`config.mk`:
```
export PLATFORM = sky130hd
export DESIGN_NAME = xadc_temp_monitor
export DESIGN_NICKNAME = d
export VERILOG_FILES = /design/src/rtl/xadc_temp_monitor.sv
export SDC_FILE = /design/constraint.sdc
export NUM_CORES = 1
export LEC_CHECK = 0
export ABC_AREA = 1
export BUFFER_PORTS_ARGS = -buffer_cell sky130_fd_sc_hd__buf_2
export CAP_MARGIN = 0
export CORE_UTILIZATION = 45
export CTS_CLUSTER_DIAMETER = 40
export DETAILED_ROUTE_END_ITERATION = 8
export GPL_TIMING_DRIVEN = 1
export PLACE_DENSITY = 0.62
export SETUP_SLACK_MARGIN = 0.5
export SYNTH_ARGS = -nofsm -noshare
export SYNTH_HDL_FRONTEND = slang
export SYNTH_SLANG_ARGS = --single-unit
export TNS_END_PERCENT = 10
```
`constraint.sdc`:
```
create_clock -name clk -period 2.85 [get_ports clk]
set_clock_uncertainty 0.05 [all_clocks]
set_input_delay 0.57 -clock clk [delete_from_list [all_inputs] [get_ports clk]]
set_output_delay 0.57 -clock clk [all_outputs]
set_load 0.005 [all_outputs]
```
`src/rtl/xadc_temp_monitor.sv`:
```
// XADC temperature monitor: channel filter, box-car average, hysteretic alarm and stale watchdog.
// Define XADC_MINMAX_EN to add the temp_min/temp_max trackers.
module xadc_temp_monitor #(
    parameter logic [4:0]  CHANNEL        = 5'd0,
    parameter int          AVG_LOG2       = 3,
    parameter logic [11:0] ALARM_HI       = 12'hC00,
    parameter logic [11:0] ALARM_LO       = 12'hB80,
    parameter int          TIMEOUT_CYCLES = 4000000
) (
    input  logic        clk,
    input  logic        rst,
    input  logic        drdy_in,
    input  logic [4:0]  channel_in,
    input  logic [15:0] do_in,
    input  logic        clear_alarm,
    output logic [11:0] xadc_avg_out,
    output logic        avg_valid,
    output logic        over_temp,
    output logic        stale,
    output logic [6:0]  sample_cnt
`ifdef XADC_MINMAX_EN
    ,
    output logic [11:0] temp_min,
    output logic [11:0] temp_max
`endif
);

    localparam int ACC_W = 12 + AVG_LOG2;
    localparam int WD_W  = $clog2(TIMEOUT_CYCLES + 1);
    localparam logic [6:0]      LAST_CNT = 7'((1 << AVG_LOG2) - 1);
    localparam logic [WD_W-1:0] WD_MAX   = WD_W'(TIMEOUT_CYCLES);
    localparam logic [WD_W-1:0] WD_PRE   = WD_W'(TIMEOUT_CYCLES - 1);

    typedef enum logic {
        ST_ACCUM,
        ST_PUBLISH
    } state_t;

    state_t            state_reg, state_next;
    logic [ACC_W-1:0]  acc_reg;
    logic [6:0]        sample_cnt_reg;
    logic [11:0]       avg_reg;
    logic              over_temp_reg, over_temp_next;
    logic [WD_W-1:0]   wd_reg;
    logic              stale_reg;

    logic              accept;
    logic              close;
    logic [11:0]       sample;
    logic [ACC_W-1:0]  acc_sum;
    logic [11:0]       avg_next;
    logic              unused_lsbs;

    assign sample      = do_in[15:4];
    assign unused_lsbs = ^do_in[3:0];
    assign accept      = drdy_in && (channel_in == CHANNEL);
    assign close       = accept && (sample_cnt_reg == LAST_CNT);
    assign acc_sum     = acc_reg + ACC_W'(sample);
    assign avg_next    = 12'(acc_sum >> AVG_LOG2);

    // A close while still publishing (AVG_LOG2=0) stays in PUBLISH so no average goes unflagged
    always_comb begin
        state_next     = ST_ACCUM;
        over_temp_next = over_temp_reg;
        case (state_reg)
            ST_ACCUM: begin
                if (close)
                    state_next = ST_PUBLISH;
            end
            ST_PUBLISH: begin
                if (close)
                    state_next = ST_PUBLISH;
                if (!over_temp_reg && (avg_reg >= ALARM_HI))
                    over_temp_next = 1'b1;
                else if (over_temp_reg && (avg_reg < ALARM_LO))
                    over_temp_next = 1'b0;
            end
            default: state_next = ST_ACCUM;
        endcase
        if (clear_alarm)
            over_temp_next = 1'b0;
    end

    always_ff @(posedge clk or negedge rst) begin
        if (!rst) begin
            state_reg      <= ST_ACCUM;
            acc_reg        <= '0;
            sample_cnt_reg <= '0;
            avg_reg        <= '0;
            over_temp_reg  <= 1'b0;
        end else begin
            state_reg     <= state_next;
            over_temp_reg <= over_temp_next;
            if (accept) begin
                if (close) begin
                    acc_reg        <= '0;
                    sample_cnt_reg <= '0;
                    avg_reg        <= avg_next;
                end else begin
                    acc_reg        <= acc_sum;
                    sample_cnt_reg <= sample_cnt_reg + 7'd1;
                end
            end
        end
    end

    // Watchdog saturates at the timeout; stale rises together with the count reaching it
    always_ff @(posedge clk or negedge rst) begin
        if (!rst) begin
            wd_reg    <= '0;
            stale_reg <= 1'b0;
        end else if (accept) begin
            wd_reg    <= '0;
            stale_reg <= 1'b0;
        end else if (wd_reg != WD_MAX) begin
            wd_reg <= wd_reg + 1'b1;
            if (wd_reg == WD_PRE)
                stale_reg <= 1'b1;
        end
    end

`ifdef XADC_MINMAX_EN
    always_ff @(posedge clk or negedge rst) begin
        if (!rst) begin
            temp_min <= 12'hFFF;
            temp_max <= 12'h000;
        end else if (clear_alarm) begin
            temp_min <= 12'hFFF;
            temp_max <= 12'h000;
        end else if (state_reg == ST_PUBLISH) begin
            if (avg_reg < temp_min)
                temp_min <= avg_reg;
            if (avg_reg > temp_max)
                temp_max <= avg_reg;
        end
    end
`endif

    assign xadc_avg_out = avg_reg;
    assign avg_valid    = (state_reg == ST_PUBLISH);
    assign over_temp    = over_temp_reg;
    assign stale        = stale_reg;
    assign sample_cnt   = sample_cnt_reg;

endmodule

```
# Yosys cells after proc, flatten, opt, wreduce, memory -nomap -nowiden
# Index checks and enable logic that the tools add are counted.
# classes
n_eq_ne,3
mux,12
n_reduce_logical,13
order_cmp,2
addsub,3
# ops
operator,count
$mux W22,2
$add A22 B1 Y22 const B,1
$eq A22 B22 Y1 const B,1
$ne A22 B22 Y1 const B,1
$add A15 B12 Y15,1
$mux W15,1
$ge A12 B12 Y1 const B,1
$lt A12 B12 Y1 const B,1
$mux W1,8
$add A7 B1 Y7 const B,1
$eq A7 B3 Y1 const B,1
$mux W7,1
$reduce_and A2 Y1,3
$reduce_bool A2 Y1,3
$logic_not A5 Y1,1
$logic_and A1 B1 Y1,4
$reduce_bool A3 Y1,1
$logic_not A1 Y1,1
# totals
wordCells,40
in_bits,25
out_inout_bits,22
reg_bits,59

# Logic depth before layout (Yosys ltp)
# depth
depth_word,6
mapped_depth,11
ltp_nobuf,11

# Worst setup path after synthesis
# No wires, ideal clock.
# synth_path
path_kind,input to register
from,in do_in[4]
to,reg acc_reg[8]
t_arrival_ps,1737
slack_ps,945
n_path_buf,0
required_time_ps,2683
path_stages,10
path_cell_list,ha_1 -> inv_1 -> fa_1 -> inv_1 -> nand3_1 -> nand3_1 -> a21oi_1 -> nand2b_1 -> nand3_1 -> nand2_1
# synth_between
elab_chain_len,2
# synth_rtl
element,line,rtl
start: declaration,14,"input logic [15:0] do_in,"
$add A15 B12 Y15,58,assign acc_sum = acc_reg + ACC_W'(sample);
$mux W15,95,if (close) begin
end signal: assignment,100,acc_reg <= acc_sum;
end: declaration,40,logic [ACC_W-1:0] acc_reg;
# No other way between the ends.
# A chain may end at the register's enable or synchronous reset.

# Worst setup path after layout
# layout_path
from,reg acc_reg[0]
to,reg avg_reg[9] (netlist: xadc_avg_out[9])
# layout_between
elab_chain_len,1
# layout_rtl
element,line,rtl
$add A15 B12 Y15,58,
end signal: assignment,98,avg_reg <= avg_next;
end: declaration,42,logic [11:0] avg_reg;
# No other way between the ends.

==> run metrics <==
maximum VDD drop=between 0.3 and 0.4 mV; largest net degree at the start of global routing=36; Unique masters post-synth=35; critical path peak fanout=3; Final Hold Vio Count=0; post-synthesis sequential area ratio=41.45%; worst rel slew slack=between 50% and 60%; switching fraction of total power=35.42%; largest family of logic cells by synthesized area=simple AND/OR/NAND/NOR gates; Leakage=2.276 nW; H-tree levels=3; Die Y=90.97 um; post-synthesis compound-gate area fraction=6.182%; TritonCTS buffer count=9; GR Overflow Total=0; cts hold-fix bufs=0; CTS tree=done; DRT met1 WL=3956 um; met3 wire len=between 200 and 250 um; min-delay worst type=in2async; DRC viols=0; overall via count from detail_route=about 3200; PostCTS Resize Cnt=0; Inst Count DP=633; Overall Global Routing Usage=22.03%; reg2reg path depth=11; pwr/cell area=a little under 700 mW/mm^2; FF-to-FF Start=acc_reg[0]; Post-CTS Setup Bufs=0; most common cell in the synthesized netlist=nand2_1; internal power=0.001854 W; Syn Nets=531; CTS Root Buffer Type=clkbuf_8; worst skew pair latency=0.33 ns; adder-cell share of the synthesized area=5.831%; CP Class=reg2reg; setup TNS=0 ns; Avg Inst Size Synth=a little over 7 sq um; DIE WIDTH=between 90 and 100 um; CTS Buffer Depth=2; drt total wl=just over 8000 um; NetSw=0.001017 W; cell accounting for the most synthesized area=dfrtp_1; Period minus WS final=approximately 1.9 ns; Yosys warning count=0; RSZ-0062 raised after global routing=no; die area=0.008276 sq mm; simple-gate share of the synthesized area=35.34%; clock sinks=59; Max-cap violations=0; Finish-stage setup viols=0; Final GP Congestion=between 0.9 and 1; initial antenna violation count=0; FP Rows=32; Initial Utilization=46.34%; Post-DP HPWL=6065 um; CP Launch Type=flop; antenna fix cells=0; Top Layer Used=met4; Area Overhead vs Synth=16.23%; R2R Path End=xadc_avg_out[9]; Clock power frac=between 30% and 40%; WP data arrival=2.09 ns; slowest stage delay, CP=roughly 0.4 ns; Gate Count Post-Synth=a little under 500; Final Slew Violations=0; drt first pass iters=4; status=finished clean; Cell Area, Synth=approximately 0.0036 sq mm; port buffer count=42; WL per Instance=roughly 13 um; antenna-violating nets left=0; Nets=583; clock-pin slew on the worst setup and hold paths=0.07 ns; crit path cell chain=ha_1, inv_1, fa_1, inv_1, nand3_1, nand3_1, nand3_1, nand3_1, nand2_1, nand3_1, nand2_1; R2R Setup Slk=0.93 ns; ratio of cells with drive above 1 in the final layout=between 10% and 20%; Synth area leaders=dfrtp_1 (41%), nand2_1 (17%), inv_1 (7.1%); WP data required=approximately 3 ns; most frequent CP cell=nand3_1; Comb power frac=between 30 and 40%; Setup crit end kind=flop; Non-Filler Instances=~650; top post-synthesis cells by count=nand2_1 (157), inv_1 (67), dfrtp_1 (59); post-synth top area share=41.45%; vias in the first global route=3111; core area=0.007687 sq mm; first-pass GRT wire length=approximately 14000 um; Most used DFF post-synth=dfrtp_1; wire length on met2=4020 um; FMAX=520.1 MHz; synthesized flop and latch total=59; I/O pin cnt=47; number of synthesized flops with an enable pin=0; drt initial violations=127; sequential power share=38.9%; async set-or-reset flop fraction in the synthesized netlist=100.0%; XOR/XNOR Fraction of Synth Area=under 10%; post-synthesis mux area share=0%; max reg flops=22; Slowest-stage cell, CP=fa_1; Worst Max-Slew Pin Slew=about 0.62 ns; Vias/cell=4.924; post-route clock period utilization=67.46%
==> logic make-up after synthesis <==
kind of cell	count (synthesis)
and+or+nand+nor	288
adders and majority gates	16
AOI/OAI and AO/OA	39
DFF	59
buffers and inverters	78
xor gates and xnor gates	10
==> worst max-delay path: cells and delay by family, from the launching register on <==
family	cells	cell delay (ns)
simple gates	7	0.66
fa+ha+maj	2	0.58
flops	1	0.35
buf+inv	2	0.18
==> worst max-delay path by stage <==
stage,cells past startpoint,slack [ns],endpoint,startpoint
after floorplan,10,0.95,acc_reg[8],do_in[4]
after global placement,11,0.67,xadc_avg_out[5],do_in[4]
after detailed placement,12,0.63,xadc_avg_out[9],do_in[4]
after CTS,11,0.93,xadc_avg_out[9],acc_reg[0]
after global routing,11,0.71,xadc_avg_out[9],acc_reg[0]
final,11,0.93,xadc_avg_out[9],acc_reg[0]
==> power by group through the flow <==
stage          Sequential (W)  Clock (W)  Combinational (W)
2_1_floorplan         0.00110          0           0.000678
3_3_place_gp          0.00113          0           0.000848
3_5_place_dp          0.00113          0           0.000873
4_1_cts               0.00112   0.000909           0.000878
5_1_grt               0.00114   0.000941            0.00101
6_report              0.00112   0.000882           0.000871
==> cell usage in the layout (no fill, tap or decap), types with 5 or more instances in the layout <==
cell type / instances
nand2_1: 157
inv_1: 67
dfrtp_1: 59
nor2_1: 51
buf_2: 42
nand3_1: 41
a21oi_1: 17
ha_1: 15
o21ai_0: 13
nand4_1: 12
clkbuf_8: 11
nor3_1: 7
xor2_1: 7
buf_4: 5
==> metal layers <==
layer,global-route usage (%),vias up
li1,-,1655
met1,27.42,1491
met2,37.37,46
met3,5.276,4
met4,7.672,0
met5,0,-
==> area by class of cell <==
type	count	area, sq um
clock buffer	12	155.1
clock inverter	4	72.57
fill	779	3547
inverter	71	266.5
multi-input combinational	353	1774
sequential	59	1476
tap	102	127.6
timing repair buffer	48	267.8
==> through the flow <==
| stage | instance area (sq um) | hold WS [ns] | worst slack (ns) | total power, W | utilization [%] |
|---|---|---|---|---|---|
| finish | 4140 | 0.1994 | 0.9273 | 0.002870 | 53.86 |
| global route | 4140 | 0.2344 | 0.7060 | 0.003096 | 53.86 |
| detailed placement | 3913 | 0.4105 | 0.6321 | 0.002004 | 50.90 |
| CTS | 4140 | 0.2026 | 0.9328 | 0.002904 | 53.86 |
| global placement | 3913 | 0.4164 | 0.6702 | 0.001976 | 50.90 |
| floorplan | 3562 | 0.2244 | 0.9453 | 0.001778 | - |
Note: power is estimated with default switching activity, not from simulation.
